`src/rtl/display_pkg.sv`:
```
// Shared definitions for the display owner arbiter and the board display decoder.
// Contents:
//   N_REQ       - number of requesters (fixed at 8, 3-bit owner index)
//   arb_state_t - arbiter FSM states
//   DIGIT       - 7-segment patterns (gfedcba) for digits 0..7
package display_pkg;

   localparam int N_REQ = 8;

   typedef enum logic [1:0] {
      IDLE,
      GRANT,
      RELEASE
   } arb_state_t;

   localparam logic [6:0] DIGIT [8] = '{
      7'b0111111,
      7'b0000110,
      7'b1011011,
      7'b1001111,
      7'b1100110,
      7'b1101101,
      7'b1111101,
      7'b0000111
   };

endpackage

```
`src/rtl/rr_prio_pick.sv`:
```
// Combinational priority picker for the owner arbiter.
// Ports:
//   eligible [7:0] in  - requesters that may be granted this cycle
//   start    [2:0] in  - first index examined in round-robin mode
//   rr_en          in  - 1 = descending search from start with wrap, 0 = highest index wins
//   valid          out - at least one eligible requester
//   idx      [2:0] out - winning index (0 when valid=0)
module rr_prio_pick
   import display_pkg::*;
(
   input  logic [7:0] eligible,
   input  logic [2:0] start,
   input  logic       rr_en,
   output logic       valid,
   output logic [2:0] idx
);

   logic [2:0] base;
   logic [2:0] cand;

   // Walk downward from the base index; the 3-bit subtraction gives the
   // wrap from 0 back to 7. Fixed priority is just a search starting at 7.
   always_comb begin
      base  = rr_en ? start : 3'd7;
      valid = 1'b0;
      idx   = 3'd0;
      cand  = base;
      for (int i = 0; i < N_REQ; i++) begin
         cand = base - 3'(i);
         if (!valid && eligible[cand]) begin
            valid = 1'b1;
            idx   = cand;
         end
      end
   end

endmodule

```
`src/rtl/display_owner_arbiter.sv`:
```
// Arbitrates one shared resource among 8 level-sensitive requesters and shows
// the current owner index on the board 7-segment display.
// Parameters:
//   MAX_HOLD - cycles a grant may be held before it is revoked (0 = never)
//   RR_EN    - 0 = fixed priority (7 highest), 1 = round-robin after each release
// Ports:
//   clk            in  - rising-edge clock
//   rst            in  - synchronous reset, active-high
//   req      [7:0] in  - request per requester, held while the resource is wanted
//   grant    [7:0] out - one-hot grant, zero when idle
//   owner    [2:0] out - index of current owner, keeps last value while idle
//   busy           out - a grant is active
//   timeout        out - one-cycle pulse when a grant is revoked by MAX_HOLD
//   segments [6:0] out - gfedcba digit of owner, zero when idle
//   none           out - decimal point, lit when no grant is active
module display_owner_arbiter
   import display_pkg::*;
#(
   parameter int MAX_HOLD = 255,
   parameter bit RR_EN    = 1'b0
)
(
   input  logic       clk,
   input  logic       rst,
   input  logic [7:0] req,
   output logic [7:0] grant,
   output logic [2:0] owner,
   output logic       busy,
   output logic       timeout,
   output logic [6:0] segments,
   output logic       none
);

   localparam bit         TIMEOUT_EN = (MAX_HOLD != 0);
   localparam logic [7:0] HOLD_LAST  = 8'(MAX_HOLD - 1);

   arb_state_t state;
   arb_state_t state_next;

   logic [7:0] hold_cnt;
   logic [7:0] pen_mask;
   logic [7:0] eligible;
   logic [2:0] rr_last;
   logic [2:0] rr_start;
   logic [2:0] pick_idx;
   logic       pick_valid;
   logic       do_grant;
   logic       do_release;
   logic       do_timeout;

   // A requester that timed out stays masked until it drops req once.
   assign eligible = req & ~pen_mask;
   assign rr_start = rr_last - 3'd1;

   rr_prio_pick u_pick (
      .eligible (eligible),
      .start    (rr_start),
      .rr_en    (RR_EN),
      .valid    (pick_valid),
      .idx      (pick_idx)
   );

   // State register.
   always_ff @(posedge clk) begin
      if (rst) begin
         state <= IDLE;
      end else begin
         state <= state_next;
      end
   end

   // Next-state logic. RELEASE is the single dead cycle between owners: the
   // outputs are already cleared, so a waiting requester is picked during it
   // and granted on the following edge; with nobody waiting we settle in IDLE.
   // A dropped request takes precedence over an expiring hold count, so a
   // simultaneous release never raises timeout or penalises the owner.
   always_comb begin
      state_next = state;
      do_grant   = 1'b0;
      do_release = 1'b0;
      do_timeout = 1'b0;
      unique case (state)
         IDLE: begin
            if (pick_valid) begin
               do_grant   = 1'b1;
               state_next = GRANT;
            end
         end
         GRANT: begin
            if (!req[owner]) begin
               do_release = 1'b1;
               state_next = RELEASE;
            end else if (TIMEOUT_EN && (hold_cnt == HOLD_LAST)) begin
               do_release = 1'b1;
               do_timeout = 1'b1;
               state_next = RELEASE;
            end
         end
         RELEASE: begin
            if (pick_valid) begin
               do_grant   = 1'b1;
               state_next = GRANT;
            end else begin
               state_next = IDLE;
            end
         end
         default: state_next = IDLE;
      endcase
   end

   // Datapath and output registers. The display is loaded on the same edge
   // as grant so the digit never lags the owner. rr_last is captured as the
   // grant ends so the pick in the dead cycle already rotates past it.
   always_ff @(posedge clk) begin
      if (rst) begin
         grant    <= 8'd0;
         owner    <= 3'd0;
         busy     <= 1'b0;
         timeout  <= 1'b0;
         segments <= 7'd0;
         none     <= 1'b1;
         hold_cnt <= 8'd0;
         pen_mask <= 8'd0;
         rr_last  <= 3'd0;
      end else begin
         pen_mask <= (pen_mask & req) | (do_timeout ? (8'd1 << owner) : 8'd0);
         timeout  <= do_timeout;
         if (do_grant) begin
            grant    <= 8'd1 << pick_idx;
            owner    <= pick_idx;
            busy     <= 1'b1;
            segments <= DIGIT[pick_idx];
            none     <= 1'b0;
            hold_cnt <= 8'd0;
         end else begin
            if (hold_cnt != 8'hFF) begin
               hold_cnt <= hold_cnt + 8'd1;
            end
            if (do_release) begin
               grant    <= 8'd0;
               busy     <= 1'b0;
               segments <= 7'd0;
               none     <= 1'b1;
               rr_last  <= owner;
            end
         end
      end
   end

endmodule

```
`config.mk`:
```
export PLATFORM = sky130hd
export DESIGN_NAME = display_owner_arbiter
export DESIGN_NICKNAME = d
export VERILOG_FILES = /design/src/rtl/display_pkg.sv /design/src/rtl/rr_prio_pick.sv /design/src/rtl/display_owner_arbiter.sv
export SDC_FILE = /design/constraint.sdc
export NUM_CORES = 1
export LEC_CHECK = 0
export CORE_ASPECT_RATIO = 0.9
export CORE_MARGIN = 3
export CORE_UTILIZATION = 53
export CTS_CLUSTER_DIAMETER = 50
export DETAILED_ROUTE_END_ITERATION = 8
export PLACE_DENSITY = 0.85
export SYNTH_ARGS = -nofsm -noshare
export SYNTH_HDL_FRONTEND = slang
export SYNTH_HIERARCHICAL = 1
export SYNTH_SLANG_ARGS = --single-unit
```
`constraint.sdc`:
```
create_clock -name clk -period 3 [get_ports clk]
set_input_delay 0.6 -clock clk [delete_from_list [all_inputs] [get_ports clk]]
set_output_delay 0.6 -clock clk [all_outputs]
set_load 0.02 [all_outputs]
```
## Yosys cells after proc, flatten, opt, wreduce, memory -nomap -nowiden

Memory sizes are Yosys's and may differ from the RTL's.
Index checks and enable logic that the tools add are counted.

| cells by class | value |
|---|---|
| bitwise logic cells | 5 |
| mux-type cells | 41 |
| multiply operators | 0 |
| divide/modulo/power cells | 0 |
| equality and inequality tests | 6 |
| reduce and logical (&&, ||, !) cells | 19 |
| magnitude comparators | 2 |
| shift operators | 2 |
| $add $sub $neg | 1 |

Operators by type and width:

| operator | count |
|---|---|
| 7-bit 2-to-1 mux | 4 |
| 3-bit 2-to-1 mux | 8 |
| 8-bit 2-to-1 mux | 3 |
| 1-bit 2-to-1 mux | 21 |
| 8-bit bitwise AND | 2 |
| 1-bit by 3-bit left shift with 8-bit output (first input constant) | 2 |
| 8-bit by 1-bit adder with 8-bit output (second input constant) | 1 |
| 8-bit == test (second input constant) | 1 |
| 8-bit inequality test (second input constant) | 1 |
| 8-bit NOT | 1 |
| 8-bit bitwise OR | 1 |
| 1-bit logical AND | 7 |
| 1-bit logical NOT | 7 |
| 2-bit 2-to-1 mux | 3 |
| 2-bit one-hot mux with 3 select lines | 1 |
| 4-bit >= comparator (second input constant) | 1 |
| 3-bit by 4-bit less-than comparator with 1-bit output (second input constant) | 1 |
| 3-bit NOT with 4-bit output | 1 |
| 2-bit OR reduction | 2 |
| 1-bit binary-select mux with 3-bit select | 1 |
| 3-bit inequality test (second input constant) | 1 |
| 2-bit by 1-bit == test with 1-bit output (second input constant) | 1 |
| 2-bit == test (second input constant) | 1 |
| 2-bit logical NOT | 1 |
| other kinds (3) | 3 |

| word-level totals | value |
|---|---|
| memory bits (writable) | 0 |
| bits of input ports | 10 |
| bits in latches | 0 |
| register bits | 39 |
| word-level logic and storage cells | 86 |
| ROM bits | 56 |
| memories kept | 1 |

Memory list:

| name | words | bits a word | rd ports | clocked after memory_dff | wr ports | RTL line | source |
|---|---|---|---|---|---|---|---|
| (no name shown) | 8 | 7 | 1 | 0 | 0 | display_owner_arbiter.sv:132 | `segments <= DIGIT[pick_idx];` |

## Depth between registers and ports, before layout

Gate-level depths: netlist of the first run.

| logic depth | value |
|---|---|
| word-level depth | 29 |
| gate-level depth with buffers | 21 |

## Modules after synthesis

The synthesis of the first run kept the hierarchy.

Modules (own cells, without submodules):

| module | seq. area each (µm²) | cells an instance | area an instance (µm²) | instances |
|---|---|---|---|---|
| display_owner_arbiter | 840.8 | 256 | 2293.4 | 1 |
| rr_prio_pick | 0.0 | 114 | 953.4 | 1 |

## Least setup slack after synthesis of the first run

No wires, ideal clock.

| timing path | value |
|---|---|
| path kind | input port to flip-flop |
| start | input port req[4] |
| end | register segments[1] |
| required time | 2929 ps |
| cell stages on the path | 12 |
| buffers on the path | 0 |
| setup time | 71 ps |
| data arrival time | 2988 ps |
| setup slack | -59 ps |
| path through | nor2b_1 > mux2i_1 > mux4_2 > and4b_1 > a2111o_1 > o211ai_1 > nand3_1 > inv_1 > ha_1 > a21oi_1 > a21oi_1 > a21oi_1 |

| between the ends | value |
|---|---|
| cells in the longest elaborated chain, start to end | 20 |
| elaborated cells on any way between the ends | 32 |
| those cells by class | mux: 19; bitwise: 2; reduce/logical: 10; memory: 1 |

Ends and longest elaborated chain:

| what | RTL line | source |
|---|---|---|
| start: declaration | display_owner_arbiter.sv:25 | `input logic [7:0] req,` |
| 8-bit bitwise AND * | display_owner_arbiter.sv:52 | `assign eligible = req & ~pen_mask;` |
| 1-bit logical AND * | rr_prio_pick.sv:30 | `if (!valid && eligible[cand]) begin` |
| 1-bit 2-to-1 mux | rr_prio_pick.sv:30 |  |
| 1-bit logical NOT | rr_prio_pick.sv:30 |  |
| 1-bit logical AND | rr_prio_pick.sv:30 |  |
| 1-bit 2-to-1 mux | rr_prio_pick.sv:30 |  |
| 1-bit logical NOT | rr_prio_pick.sv:30 |  |
| 1-bit logical AND | rr_prio_pick.sv:30 |  |
| (+4 left out) | - |  |
| 1-bit logical NOT | rr_prio_pick.sv:30 |  |
| 1-bit logical AND | rr_prio_pick.sv:30 |  |
| 3-bit 2-to-1 mux * | rr_prio_pick.sv:30 |  |
| net pick_idx[0] | display_owner_arbiter.sv:45 | `logic [2:0] pick_idx;` |
| 3-bit NOT with 4-bit output (implied by the code) * | display_owner_arbiter.sv:132 |  |
| memory read 8 x 7 bit * | - |  |
| 7-bit 2-to-1 mux (implied by the code) * (2 in a row) | display_owner_arbiter.sv:132 |  |
| 7-bit 2-to-1 mux * | display_owner_arbiter.sv:128 | `if (do_grant) begin` |
| end signal: assignment | display_owner_arbiter.sv:132 |  |
| end: declaration | display_owner_arbiter.sv:30 | `output logic [6:0] segments,` |

The timed path passes the listed nets; every way through them passes the cells marked *. The select of a mux whose other input is x is not followed.
A chain may end at the register's enable or synchronous reset.

## Worst setup path in the final report of the first run

| timing path | value |
|---|---|
| start | input port req[3] |
| end | register grant[7] |

| between the ends | value |
|---|---|
| elaborated cells on any way between the ends | 25 |
| those cells by class | shift: 1; mux: 15; bitwise: 1; reduce/logical: 8 |

RTL lines:

| what | RTL line | source |
|---|---|---|
| 8-bit bitwise AND * | display_owner_arbiter.sv:52 |  |
| net eligible[3] | display_owner_arbiter.sv:42 | `logic [7:0] eligible;` |
| 1-bit logical AND * | rr_prio_pick.sv:30 |  |
| 1-bit 2-to-1 mux | rr_prio_pick.sv:30 |  |
| 1-bit logical NOT | rr_prio_pick.sv:30 |  |
| 1-bit logical AND | rr_prio_pick.sv:30 |  |
| 1-bit 2-to-1 mux | rr_prio_pick.sv:30 |  |
| 1-bit logical NOT | rr_prio_pick.sv:30 |  |
| 1-bit logical AND | rr_prio_pick.sv:30 |  |
| 1-bit 2-to-1 mux | rr_prio_pick.sv:30 |  |
| 1-bit logical NOT | rr_prio_pick.sv:30 |  |
| 1-bit logical AND | rr_prio_pick.sv:30 |  |
| 3-bit 2-to-1 mux * | rr_prio_pick.sv:30 |  |
| net pick_idx[0] | display_owner_arbiter.sv:45 |  |
| 1-bit by 3-bit left shift with 8-bit output * | display_owner_arbiter.sv:129 | `grant <= 8'd1 << pick_idx;` |
| 8-bit 2-to-1 mux * | display_owner_arbiter.sv:128 |  |
| end signal: assignment | display_owner_arbiter.sv:129 |  |
| end: declaration | display_owner_arbiter.sv:26 | `output logic [7:0] grant,` |

Marks and branches as above.

==> metrics.cfg, run 1 <==
[route]
wl_mm = 10.34
wl_met1_mm = 4.224
routedWlPerCell_um = 19.22
via_per_inst = 6.401
dr.pass1.iters = 5
drtAntennaViolNets = 0
wl_met3_um = 736
drcViolationCount = 0
highest_layer = met4
initialDrtViolationCount = 260
wl_met2_mm = 5.022
via_count = 3444

[timing]
worst_slew_margin_rel_pct = 48.95
worst_pin_slew_ns = 0.7641
rsz0062_at_grt = yes
whs_ns = 0.4799
final-setup-viol-count = 2
min_period_ns = 3.037
fin_ws_ns = -0.03743
finalSetupTns_ns = -0.06409
drv_slew = 0
fin_worst_skew_ns = 0.008746
hold_viol = 0
fmax_mhz = 329.2
min_period_over_period_pct = 101.2

[critical_path]
cp_cell_sequence = buf_8, nor2b_4, mux4_2, mux2i_4, and4b_1, a2111o_1, o211ai_1, nand3_4, buf_6, ha_4, a32oi_1, a21oi_1
slowest_delay_ns = 0.49
worstPathRequired_ns = 3.17
crit_path_max_fanout = 5
critical_path_arrival_ns = 3.20
start_kind = input pin
critical_path_class = in2reg
critical_path.slowest_cell = mux4_2
critPathCaptureType = flip-flop

[global_route]
overflow = 0
track_usage_pct = 28.45
grt_max_degree = 24
first_global_vias = 3279
antenna_found_initial = 0
grt_pass1_wl_mm = 15.93

[finish]
area_growth_pct = 36.03
multi_input_area_um2 = 2375
n_antenna_cell = 0
fillCellCount = 374
regArea_um2 = 840.8
finalNetCount = 489
drive_gt1_share_pct = 32.69
design_area_um2 = 4417

[cts]
clk_pin_slew_ns = 0.07
clock_latency_ns = 0.30
clock-sinks = 42
cts_buffers = 5
cts_tree = done
cts_max_level = 2
max-clock-path-buffers = 2
clockRootBuffer = clkbuf_8

[status]
violations = negative setup slack
run_status = complete, but fails checks

[power_and_ir_drop]
power_density_nw_per_um2 = 1042
p_leak_nw = 1.811
max-vdd-ir-drop_mv = 0.8086

[logic_synthesis]
synthTopCellsByArea = dfxtp_1 26%, mux4_2 5.5%, mux2i_1 4.9%
synth_edf_count = 0
yosysUniqueCellTypes = 69
synthCells = 370
yosysSeqAreaShare_pct = 25.90
async_flop_share_pct = 0
synth_area_um2 = 3247
synth_largest_area_cell = dfxtp_1
synth_ff_type = dfxtp_1
synth_top_cell_area_share_pct = 25.90
syn_avg_cell_area_um2 = 8.775
ys_seq_elements = 42
ys_warn_count = 6

[placement]
numPortBuffers = 30
gp_congestion = 0.9147
placed_area_um2 = 3958
hpwl_mm = 6.633
place_ws_ns = -0.7201

[run]
drv_cap = 0

[die]
chipHeight_um = 80.26
die-area_um2 = 7103
dieWidth_um = 88.51
ios = 31
rows = 26
start_util_pct = 56.07
core_um2 = 5791

[min_path]
hold_class = reg2reg

==> cell type report <==
class,instances,area share (%)
well taps,70,1.983
clock inverters,2,0.8499
multi-input cells,287,53.77
inverters,20,1.756
repair buffers,111,20.96
clock buffers,6,1.643
flip-flops and latches,42,19.04
==> sequential cells by signal, indices dropped and copies added (netlist names) <==
signal    flops
timeout       1
busy          1
hold_cnt      8
grant         8
rr_last       3
owner         3
none          1
state         2
segments      7
pen_mask      8
==> layout by cell type (no fill, tap or decap), types with 6 or more instances in the layout <==
master	count
a21oi_1	23
clkdlybuf4s50_1	23
a22oi_1	6
nor2_1	18
dfxtp_1	42
nand4_1	19
nor2b_4	6
o21ai_0	7
nand3_1	7
nand3b_1	7
nand2_1	26
inv_1	16
nand2b_1	7
ha_1	6
mux4_2	8
buf_4	77
o31ai_1	6
and2_1	14
conb_1	7
mux2i_1	13
==> cells by family after synthesis <==
family | share of synthesized area [%]
muxes | 12.91
xor gates and xnor gates | 2.929
and+or+nand+nor | 23.70
other | 0.1155
DFF | 25.90
adders and majority gates | 4.624
buffers and inverters | 8.246
AOI/OAI and AO/OA | 21.58
==> worst max-delay path: cells and delay by family <==
family / cells / cell delay (ns)
AO/OA/AOI/OAI: 4 / 0.93
multiplexers: 2 / 0.70
AND/OR/NAND/NOR: 3 / 0.54
buffers and inverters: 2 / 0.28
adder cells (fa/ha/maj): 1 / 0.15
==> path summary, 6_finish.rpt <==
path | start | endpoint | slack (ns) | cells after the start
worst min register to register | segments[3] | segments[3] | 0.48 | 2
worst max register to register | pen_mask[3] | grant[7] | 0 | 11
worst max-delay path | req[3] | grant[7] | -0.04 | 12
worst min-delay path | segments[3] | segments[3] | 0.48 | 2
==> where the power goes <==
group	leakage (nW)	internal, mW	switching (mW)
Clock	0.0514	0.249	0.204
Combinational	1.42	1.57	1.73
Sequential	0.343	0.692	0.162
==> what timing repair did <==
| action | 4_1_cts | 5_1_grt |
|---|---|---|
| hold buffers | 0 | 0 |
| gates cloned | 0 | 0 |
| setup buffers | 9 | 10 |
| pin swaps | 15 | 14 |
| setup endpoints to repair | 27 | 26 |
| resized for setup | 40 | 30 |
==> metal layers <==
metal	GRT usage, %	up-vias
li1	-	1556
met2	47.53	184
met4	11.18	0
met1	36.72	1666
met3	4.000	38
met5	0	-
==> cell usage after synthesis (6+ instances only) <==
master,number
nand3_1,8
ha_1,12
nor2_1,20
inv_1,18
mux2i_1,16
a211oi_1,6
a22oi_1,7
clkbuf_1,10
dfxtp_1,42
buf_6,6
nand2b_1,8
and2_1,14
nand2_1,26
mux4_2,8
nor2b_1,11
a21oi_1,24
nand3b_1,7
nand4_1,19
o21ai_0,11
o31ai_1,6
==> metrics by stage <==
step / std cells / total power [mW] / utilization, %
after floorplan: 376 / 2.559 / -
after global placement: 512 / 3.371 / 68.34
after detailed placement: 512 / 3.446 / 68.34
after CTS: 528 / 4.168 / 73.42
after global routing: 538 / 4.861 / 76.27
final: 538 / 4.603 / 76.27
Power figures use the tool's default switching activity.
==> run 2: changes to the inputs <==
--- a/config.mk
+++ b/config.mk
@@ -15,3 +15,4 @@
 export SYNTH_HDL_FRONTEND = slang
 export SYNTH_HIERARCHICAL = 1
 export SYNTH_SLANG_ARGS = --single-unit
+export TNS_END_PERCENT = 50
==> run 2 against run 1 <==
The flow still finishes with violations (negative setup slack). Combinational power about the same. Fmax decreased by 1.9%. Via count up 0.44%. Worst setup slack worse by 0.060 ns. Utilization down 0.22 points. Clock skew up 0.0024 ns. Critical endpoint is now grant[3]. Largest cell class unchanged.
==> metrics.cfg, run 2 (synthesized netlist as in run 1, its figures left out) <==
[global_route]
antenna_found_initial = 0  ; unchanged
overflow = 0  ; unchanged
track_usage_pct = 28.45  ; unchanged
grt_max_degree = 24  ; unchanged
grt_pass1_wl_mm = 15.93  ; unchanged
first_global_vias = 3279  ; unchanged

[cts]
clock-sinks = 42  ; unchanged
cts_buffers = 5  ; unchanged
cts-hold-fix-buffers = 0  ; unchanged
cts_max_level = 2  ; unchanged
clock_latency_ns = 0.30  ; about the same
clk_pin_slew_ns = 0.08  ; was 0.07 ns
max-clock-path-buffers = 2  ; unchanged
clockRootBuffer = clkbuf_8  ; unchanged
cts_tree = done  ; unchanged

[route]
drcViolationCount = 0  ; unchanged
dr.pass1.iters = 5  ; unchanged
initialDrtViolationCount = 274  ; was 260
via_count = 3459  ; was 3444
wl_mm = 10.46  ; was 10.34 mm
drtAntennaViolNets = 0  ; unchanged
routedWlPerCell_um = 19.44  ; was 19.22 um
via_per_inst = 6.429  ; was 6.401

[finish]
multi_input_area_um2 = 2362  ; was 2375 um^2
final_common_cell = buf_4  ; unchanged
drive_gt1_share_pct = 32.48  ; was 32.69%
reg_top3 = grant (8), hold_cnt (8), pen_mask (8)  ; unchanged
mostFrequentLayoutCells = 77 x buf_4, 42 x dfxtp_1, 26 x nand2_1  ; unchanged
finalNonFillerCells = 538  ; unchanged
fillCellCount = 370  ; was 374
area_growth_pct = 35.65  ; was 36.03%
regArea_um2 = 840.8  ; unchanged
n_antenna_cell = 0  ; unchanged
finalNetCount = 489  ; unchanged

[timing]
whs_ns = 0.4750  ; was 0.4799 ns
worst_slew_margin_rel_pct = 57.72  ; was 48.95%
min_period_over_period_pct = 103.2  ; was 101.2%
worst_pin_slew_ns = 0.6329  ; was 0.7641 ns
hold_viol = 0  ; unchanged
drv_slew = 0  ; unchanged
fin_worst_skew_ns = 0.01113  ; was 0.008746 ns
fmax_mhz = 322.9  ; was 329.2 MHz
min_period_ns = 3.097  ; was 3.037 ns
rsz0062_at_grt = yes  ; unchanged
final-setup-viol-count = 4  ; was 2
fin_ws_ns = -0.09720  ; was -0.03743 ns

[critical_path]
cp_top_family = simple AND/OR/NAND/NOR gates  ; was compound AO/OA/AOI/OAI gates
slowest_delay_ns = 0.49  ; about the same
worstPathRequired_ns = 3.21  ; was 3.17 ns
path_buf_inv = 5  ; was 2
crit_path_max_fanout = 4  ; was 5
critPathCaptureType = flip-flop  ; unchanged
cp_common_cell = buf_4
critical_path_class = in2reg  ; unchanged
start_kind = input pin  ; unchanged
critical_path.slowest_cell = mux4_2  ; unchanged
critical_path_arrival_ns = 3.31  ; was 3.20 ns
cp_cell_sequence = buf_8, nor2b_4, mux4_2, mux2i_4, buf_4, and3_4, nor3b_4, buf_4, and3_1, a31oi_1, buf_4, buf_4, nor2_2, a22oi_1, a21oi_1  ; was buf_8, nor2b_4, mux4_2, mux2i_4, and4b_1, a2111o_1, o211ai_1, nand3_4, buf_6, ha_4, a32oi_1, a21oi_1

[die]
ios = 31  ; unchanged
dieWidth_um = 88.51  ; unchanged
chipHeight_um = 80.26  ; unchanged
core_um2 = 5791  ; unchanged
start_util_pct = 56.07  ; unchanged
die-area_um2 = 7103  ; unchanged
rows = 26  ; unchanged

[power_and_ir_drop]
p_leak_nw = 1.807  ; was 1.811 nW
p_comb_share_pct = 71.6  ; about the same
max-vdd-ir-drop_mv = 0.8072  ; was 0.8086 mV
p_int_mw = 2.503  ; was 2.509 mW
seqPwrFrac_pct = 18.6  ; about the same
switching_share_pct = 45.58  ; was 45.50%
power_density_nw_per_um2 = 1044  ; was 1042 nW/um^2
switchingPower_mw = 2.096  ; was 2.094 mW
total_power_mw = 4.599  ; was 4.603 mW
power_frac_clock_pct = 9.8  ; about the same

[status]
violations = negative setup slack  ; unchanged
run_status = complete, but fails checks  ; unchanged

[run]
drv_cap = 0  ; unchanged

[placement]
numPortBuffers = 30  ; unchanged
gp_congestion = 0.9147  ; unchanged
dp.cells = 512  ; unchanged
hpwl_mm = 6.633  ; unchanged

[min_path]
hold_class = reg2reg  ; unchanged

==> run 2: cell count changes in the layout (fill, tap and decap cells not counted) <==
| cell | delta |
|---|---|
| a32oi_1 | +1 |
| nor2_2 | +1 |
| nor2_4 | -1 |
| a32oi_2 | -1 |
==> run 2: stage by stage <==
stage	TNS, ns	setup slack [ns]	utilization, %	area (um^2)
3_5_place_dp	-13.94	-0.7201	68.34	3958
6_report	-0.1100	-0.09720	76.06	4404
4_1_cts	-0.06291	-0.01873	73.42	4252
5_1_grt	-1.024	-0.1558	76.06	4404
2_1_floorplan	0	0.01749	-	3277
3_3_place_gp	-11.44	-0.5538	68.34	3958
==> run 2: area by class of cell <==
class | instances | area share, %
clock buffer | 6 | 1.648
clock inverter | 2 | 0.8523
inverter | 20 | 1.761
multi-input combinational | 287 | 53.64
sequential | 42 | 19.09
tap | 70 | 1.989
timing repair buffer | 111 | 21.02
==> run 2: path summary, 6_finish.rpt <==
kind	start	cells after the start	slack, ns	to
max	req[3]	15	-0.1	grant[3]
min	segments[6]	2	0.48	segments[6]
max reg2reg	pen_mask[3]	14	-0.07	grant[3]
min reg2reg	segments[6]	2	0.48	segments[6]
==> run 2: repair_timing <==
action                     in CTS  in global routing
gates cloned                    0                  0
pin swaps                      15                 14
setup endpoints to repair      27                 26
resized for setup              40                 28
setup buffers                   9                 10
==> run 2: worst min-delay path: cells and delay by family (launching register included) <==
kind / cells / cell delay [ns]
DFF: 1 / 0.32
buffers and inverters: 1 / 0.05
AOI/OAI and AO/OA: 1 / 0.06
==> run 2: power by group through the flow <==
stage / Combinational, mW / Clock, mW / Sequential [mW]
2_1_floorplan: 1.66 / 0 / 0.902
3_3_place_gp: 2.52 / 0 / 0.848
3_5_place_dp: 2.59 / 0 / 0.851
4_1_cts: 2.87 / 0.452 / 0.845
5_1_grt: 3.50 / 0.476 / 0.869
6_report: 3.29 / 0.452 / 0.853
==> run 2: per-layer routing <==
metal / up-vias / share of wire (%) / global-route usage [%]
met5: - / 0 / 0
met1: 1667 / 40 / 36.72
met4: 0 / 3.4 / 11.18
li1: 1555 / - / -
met3: 41 / 8.0 / 4.000
met2: 196 / 49 / 47.53
